==> src/rtl/instr_fetch_unit.sv <==
// rtl/instr_fetch_unit.sv - instruction fetch controller between PC register and imem
//
// Purpose:
//   Latches the current PC, issues a req/ready read to instruction memory, holds
//   the returned word for decode and pulses instr_read_o so the PC register can
//   advance (it loads on the following negedge). Misaligned PCs and memory
//   timeouts park the unit in a sticky error state until reset.
//
// Ports:
//   clk           system clock, all state on posedge
//   rst_n         asynchronous active-low reset
//   pc_addr_i     current PC from the PC register
//   stall_i       decode/execute not ready to consume the held instruction
//   imem_req_o    read request to instruction memory
//   imem_addr_o   address of the request (PC latched in IDLE)
//   imem_ready_i  imem_rdata_i valid this cycle
//   imem_rdata_i  instruction word from memory
//   instr_o       held instruction to decode
//   instr_pc_o    PC of the held instruction
//   instr_valid_o instr_o / instr_pc_o valid
//   instr_read_o  one-cycle pulse: PC may load the next address
//   fetch_err_o   sticky error flag
//   err_code_o    00 none, 01 misaligned PC, 10 imem timeout

module instr_fetch_unit #(
  parameter int ADDR_W         = 32,
  parameter int DATA_W         = 32,
  parameter int TIMEOUT_CYCLES = 16
) (
  input  logic              clk,
  input  logic              rst_n,
  input  logic [ADDR_W-1:0] pc_addr_i,
  input  logic              stall_i,
  output logic              imem_req_o,
  output logic [ADDR_W-1:0] imem_addr_o,
  input  logic              imem_ready_i,
  input  logic [DATA_W-1:0] imem_rdata_i,
  output logic [DATA_W-1:0] instr_o,
  output logic [ADDR_W-1:0] instr_pc_o,
  output logic              instr_valid_o,
  output logic              instr_read_o,
  output logic              fetch_err_o,
  output logic [1:0]        err_code_o
);

  // Counter only has to reach TIMEOUT_CYCLES-1.
  localparam int CNT_W = (TIMEOUT_CYCLES > 1) ? $clog2(TIMEOUT_CYCLES) : 1;
  localparam logic [CNT_W-1:0] CNT_MAX = CNT_W'(TIMEOUT_CYCLES - 1);

  localparam logic [1:0] ERR_NONE      = 2'b00;
  localparam logic [1:0] ERR_MISALIGN  = 2'b01;
  localparam logic [1:0] ERR_TIMEOUT   = 2'b10;

  typedef enum logic [1:0] {
    S_IDLE  = 2'd0,
    S_REQ   = 2'd1,
    S_VALID = 2'd2,
    S_ERR   = 2'd3
  } state_t;

  state_t            state_q;
  logic [ADDR_W-1:0] addr_q;
  logic [DATA_W-1:0] instr_q;
  logic [ADDR_W-1:0] instr_pc_q;
  logic [CNT_W-1:0]  cnt_q;
  logic [1:0]        err_code_q;
  logic              imem_req_q;
  logic              instr_valid_q;
  logic              fetch_err_q;

  always_ff @(posedge clk or negedge rst_n) begin
    if (!rst_n) begin
      state_q       <= S_IDLE;
      addr_q        <= '0;
      instr_q       <= '0;
      instr_pc_q    <= '0;
      cnt_q         <= '0;
      err_code_q    <= ERR_NONE;
      imem_req_q    <= 1'b0;
      instr_valid_q <= 1'b0;
      fetch_err_q   <= 1'b0;
    end else begin
      case (state_q)
        S_IDLE: begin
          addr_q <= pc_addr_i;
          cnt_q  <= '0;
          if (pc_addr_i[1:0] != 2'b00) begin
            state_q     <= S_ERR;
            err_code_q  <= ERR_MISALIGN;
            fetch_err_q <= 1'b1;
          end else begin
            state_q    <= S_REQ;
            imem_req_q <= 1'b1;
          end
        end

        S_REQ: begin
          // Data arriving on the last allowed cycle still wins over the timeout.
          if (imem_ready_i) begin
            instr_q       <= imem_rdata_i;
            instr_pc_q    <= addr_q;
            state_q       <= S_VALID;
            imem_req_q    <= 1'b0;
            instr_valid_q <= 1'b1;
          end else if (cnt_q == CNT_MAX) begin
            state_q     <= S_ERR;
            err_code_q  <= ERR_TIMEOUT;
            imem_req_q  <= 1'b0;
            fetch_err_q <= 1'b1;
          end else begin
            cnt_q <= cnt_q + 1'b1;
          end
        end

        S_VALID: begin
          if (!stall_i) begin
            state_q       <= S_IDLE;
            instr_valid_q <= 1'b0;
          end
        end

        S_ERR: begin
          // Sticky until reset.
          state_q <= S_ERR;
        end

        default: begin
          state_q       <= S_IDLE;
          imem_req_q    <= 1'b0;
          instr_valid_q <= 1'b0;
        end
      endcase
    end
  end

  assign imem_req_o    = imem_req_q;
  assign imem_addr_o   = addr_q;
  assign instr_o       = instr_q;
  assign instr_pc_o    = instr_pc_q;
  assign instr_valid_o = instr_valid_q;
  assign fetch_err_o   = fetch_err_q;
  assign err_code_o    = err_code_q;

  // Combinational so the PC register can load on the negedge of the accept cycle.
  assign instr_read_o  = (state_q == S_VALID) && !stall_i;

endmodule

==> config.mk <==
export PLATFORM = sky130hd
export DESIGN_NAME = instr_fetch_unit
export DESIGN_NICKNAME = d
export VERILOG_FILES = /design/src/rtl/instr_fetch_unit.sv
export SDC_FILE = /design/constraint.sdc
export NUM_CORES = 1
export LEC_CHECK = 0
export ABC_AREA = 1
export CAP_MARGIN = 25
export CORE_AREA = 3 3 108 110
export CTS_CLUSTER_SIZE = 16
export DETAILED_ROUTE_END_ITERATION = 10
export DIE_AREA = 0 0 111 113
export GPL_TIMING_DRIVEN = 0
export PLACE_DENSITY = 0.77
export RECOVER_POWER = 100
export SLEW_MARGIN = 20
export SYNTH_ARGS = -nofsm -noshare
export SYNTH_HDL_FRONTEND = slang
export SYNTH_SLANG_ARGS = --single-unit
==> constraint.sdc <==
create_clock -name clk -period 1.25 [get_ports clk]
set_input_delay 0.1875 -clock clk [delete_from_list [all_inputs] [get_ports clk]]
set_output_delay 0.1875 -clock clk [all_outputs]
set_load 0.05 [all_outputs]
Word level (Yosys, flattened, before mapping):

Index checks and enable logic that the tools add are counted.

* flip-flop bits (word level): 107
* word-level logic and storage cells: 57
* input bits: 68

* reduce and logical (&&, ||, !) cells: 12
* add/subtract/negate cells: 1
* equality and inequality tests: 12
* multiplexer cells: 23

Operators with widths (count)
* $mux 2: 7
* $ne 2x2->1 const B: 7
* $reduce_and 3->1: 3
* $mux 1: 8
* $mux 4: 2
* $pmux 2 s4: 1
* $pmux 4 s2: 1
* $pmux 1 s2: 3
* $reduce_bool 2->1: 3
* $add 4x1->4 const B: 1
* $eq 2x2->1 const B: 2
* $eq 4x4->1 const B: 1
* $pmux 2 s2: 1
* $reduce_and 2->1: 2
* $reduce_and 4->1: 1
* $ne 3x3->1 const B: 1
* $eq 2x1->1 const B: 1
* $logic_not 2->1: 1
* $logic_and 1x1->1: 1
* $logic_not 1->1: 1

Depth between registers and ports, before layout:

* depth in word-level cells: 4
* depth in mapped cells: 7
* depth with buffers taken out: 6

Least setup slack after synthesis:

OpenSTA, ideal clock, no wires.

* kind: flip-flop to output port
* start: reg state_q[0]
* end: out instr_read_o
* stages on the path, launching flop included: 4
* buffers on the path: 0
* path slack: -0.152 ns
* required time: 1.062 ns
* data arrival time: 1.215 ns
* cells stage by stage: dfrtp_1 > inv_2 > nand2_1 > nor2_1

* cells in the longest elaborated chain, start to end: 2

Ends and longest elaborated chain
* start, declared: line 61 `state_t state_q;`
* start signal, assigned: line 73 `state_q <= S_IDLE;`
* start signal, assigned: line 88 `state_q <= S_ERR;`
* start signal, assigned: line 92 `state_q <= S_REQ;`
* $eq 2x2->1: line 145 `assign instr_read_o = (state_q == S_VALID) && !stall_i;`
* $logic_and 1x1->1: line 145
* end, declared: line 41 `output logic instr_read_o,`

No other way between the ends.

Final worst setup path:

* start: in imem_ready_i
* end: reg instr_q[17] (netlist: instr_o[17])

* cells in the longest elaborated chain, start to end: 1

Ends and longest elaborated chain
* start, declared: line 36 `input logic imem_ready_i,`
* $reduce_and 2->1 (no source line)
* end signal, assigned: line 100 `instr_q <= imem_rdata_i;`
* end, declared: line 63 `logic [DATA_W-1:0] instr_q;`

No other way between the ends.
A chain may end at the register's enable or synchronous reset.

==> run metrics <==
Die Ht 113 µm; TritonCTS clock tree done; part of the Yosys area used for sequential elements 0.644; static leakage between 3 and 4 nW; global-route wire length before repair roughly 20,000 µm; port bufs between 150 and 200; final hold slack 349 ps; number of global-route vias before repair slightly below 4,000; Total Power 0.0218 W; CP bufs+invs 3; cell family with most CP delay buffers and inverters; share of the synthesized area in the top cell type 0.644; Max FO, Critical Path 8; cell at the slowest stage of the critical path clkdlybuf4s50_1; worst endpoint required time roughly 1500 ps; DR WL/cell 16.3 µm; TritonRoute pass-1 iters 4; slew at the pin closest to its max-slew limit just over 700 ps; top cells by area, synth dfrtp_1 64%, nand2_1 16%, o21ai_0 7.8%, inv_1 3.5%, buf_6 2.2%; crit path capture type flip-flop; CP startpoint imem_ready_i; FF-to-FF Start state_q[1]$_DFFE_PN0P_; DP Wirelength a little over 8000 µm; Ys Warns 0; setup tns final -7610 ps; die area roughly 13,000 µm²; final setup violation count 103; grt ovf 0; setup ws final -156 ps; worst hold start imem_rdata_i[6]; Tightest Hold Check Type input pin to flip-flop; Final min period roughly 1400 ps; Final ANT Viol Nets 0; Area Growth Syn to Fin 74.9%; area post-placement about 6100 µm²; CP startpoint kind input pin; Setup WS pre-CTS -501 ps; Slew HR 0.520; Max IR drop VDD roughly 1500 µV; post-synth top area cell dfrtp_1; syn nets slightly above 500; H-tree depth 3; Netlist cell types 18; proportion of layout cells with a drive suffix above 1 0.516; Die Span X 111 µm; total of max-cap violations 0; cells after synthesis 443; drt drc 0; crit path kind input pin to flip-flop; Core Region around 11,000 µm²; status finished, violations left; failing checks negative setup slack; post-route cell area roughly 7300 µm²; RD Place Congestion 0.831; Seq. cell area about 2700 µm²; # diodes 0; Rows 38; fill count 870; Synth Cell Area 4160 µm²; CP Cell Sequence clkdlybuf4s50_1 > nand2_4 > buf_12 > buf_8 > nand2_2 > nand2_1; top-count cell post-synth nand2_1; # clock sinks ~110; final hold violations 0; asr flop ratio synth 1.00; Main synth FF type dfrtp_1; Commonest cells post-synth 182 x nand2_1, 107 x dfrtp_1, 65 x o21ai_0; slowest cell delay on critical path slightly below 800 ps; initial antenna violation count 0; Ports 170; Skew-Pair Late Insertion Delay around 360 ps; maximum clock rate around 710 MHz; Clock Skew between 15 and 20 ps; routed vias/inst about 4.7; Post-Synthesis Mean Instance Area about 9.4 µm²; EDFF count, synth 0; RSZ-0062 raised after global routing yes; arrival time at the worst endpoint roughly 1700 ps; pin count of the biggest net entering global routing 58; Cell Pwr Density roughly 3000 nW/µm²; Nets around 730; wirelength, routed around 13,000 µm; clock slew at reported path FFs between 100 and 150 ps; period utilization 1.13; area occupied by multi-input gates between 1500 and 2000 µm²; initial DRC count 141; Pins Over Slew Limit 0; Total GRT Usage 0.193; FF+latch count, synth around 110; clock root cell clkbuf_8; CTS buffer count 9; Clock Tree Buf Depth 2; vias after detailed routing roughly 3,800; Initial Util 0.385
==> worst register-to-register path, cell delays in order, from the launching register on <==
cell and delay, ps:
dfrtp_1 390, buf_6 140, nor2_4 160, nand2_4 150, buf_12 220, buf_8 150, nand2_2 50, nand2_1 50
==> cells by family (layout without fill, tap and decap cells) <==
family | after synthesis | in the layout | synth area share
and+or+nand+nor | 199 | 200 | 0.185
DFF | 107 | 107 | 0.644
AOI/OAI and AO/OA | 74 | 74 | 0.0926
buffers and inverters | 62 | 285 | 0.0755
adders and majority gates | 1 | 1 | 0.00301
==> layout by cell type, fill, tap and decap left out, drive strengths merged <==
master           n
a21oi            5
buf            109
clkbuf          62
clkdlybuf4s50   66
clkinv           3
clkinvlp         1
dfrtp          107
dlygate4sd3      1
ha               1
inv             43
nand2          184
nand3            8
nand3b           1
nor2             7
o21ai           69
==> sequential cells by signal, indices dropped and copies added (netlist names) <==
signal,cells
imem_addr_o,32
instr_o,32
instr_pc_o,32
instr_valid_o,1
fetch_err_o,1
cnt_q,4
err_code_o,2
imem_req_o,1
state_q,2
==> through the flow <==
step           std cells  utilization
2_1_floorplan        443            -
3_3_place_gp         752        0.559
3_5_place_dp         753        0.561
4_1_cts              796        0.589
5_1_grt              807        0.674
6_report             807        0.674
==> layout make-up <==
| cell class | count | area share |
|---|---|---|
| inverter | 41 | 0.0222 |
| multi-input combinational | 275 | 0.262 |
| clock inverter | 6 | 0.00653 |
| timing repair buffer | 209 | 0.258 |
| buffer | 19 | 0.0404 |
| clock buffer | 10 | 0.0189 |
| tap | 140 | 0.0241 |
| sequential | 107 | 0.368 |
==> power breakdown <==
part / switching, W / internal [W]
Combinational: 0.00919 / 0.00443
Sequential: 0.00111 / 0.00504
Clock: 0.00121 / 0.000799
Total: 0.0115 / 0.0103
==> repair_timing <==
action                     4_1_cts  5_1_grt
setup endpoints to repair      208      127
pin swaps                       27       19
hold buffers                     1        0
gates resized for setup        647      272
hold endpoints to repair        50        0
setup buffers                   15       11
cloned                          11        6
==> worst paths after layout <==
check                                                   to  slack [ps]  cells past startpoint
worst max-delay path               instr_o[17]$_DFFE_PN0P_        -160                      6
worst min-delay path                instr_o[6]$_DFFE_PN0P_         350                      3
worst max register to register     instr_o[17]$_DFFE_PN0P_        -150                      7
worst min register to register     fetch_err_o$_DFFE_PN0P_         470                      2
max in group asynchronous           instr_o[4]$_DFFE_PN0P_          90                      3
min in group asynchronous       instr_pc_o[10]$_DFFE_PN0P_         430                      2
==> routing by layer <==
layer / wire (µm) / part of all wire / track usage / vias up
met5: 0 / 0 / 0 / -
met4: 135 / 0.010 / 0.0493 / 0
met3: 820 / 0.062 / 0.0620 / 11
met2: 6860 / 0.52 / 0.327 / 127
met1: 5330 / 0.41 / 0.240 / 1854
li1: - / - / - / 1830
No activity file was read; power rests on OpenSTA's default activity.
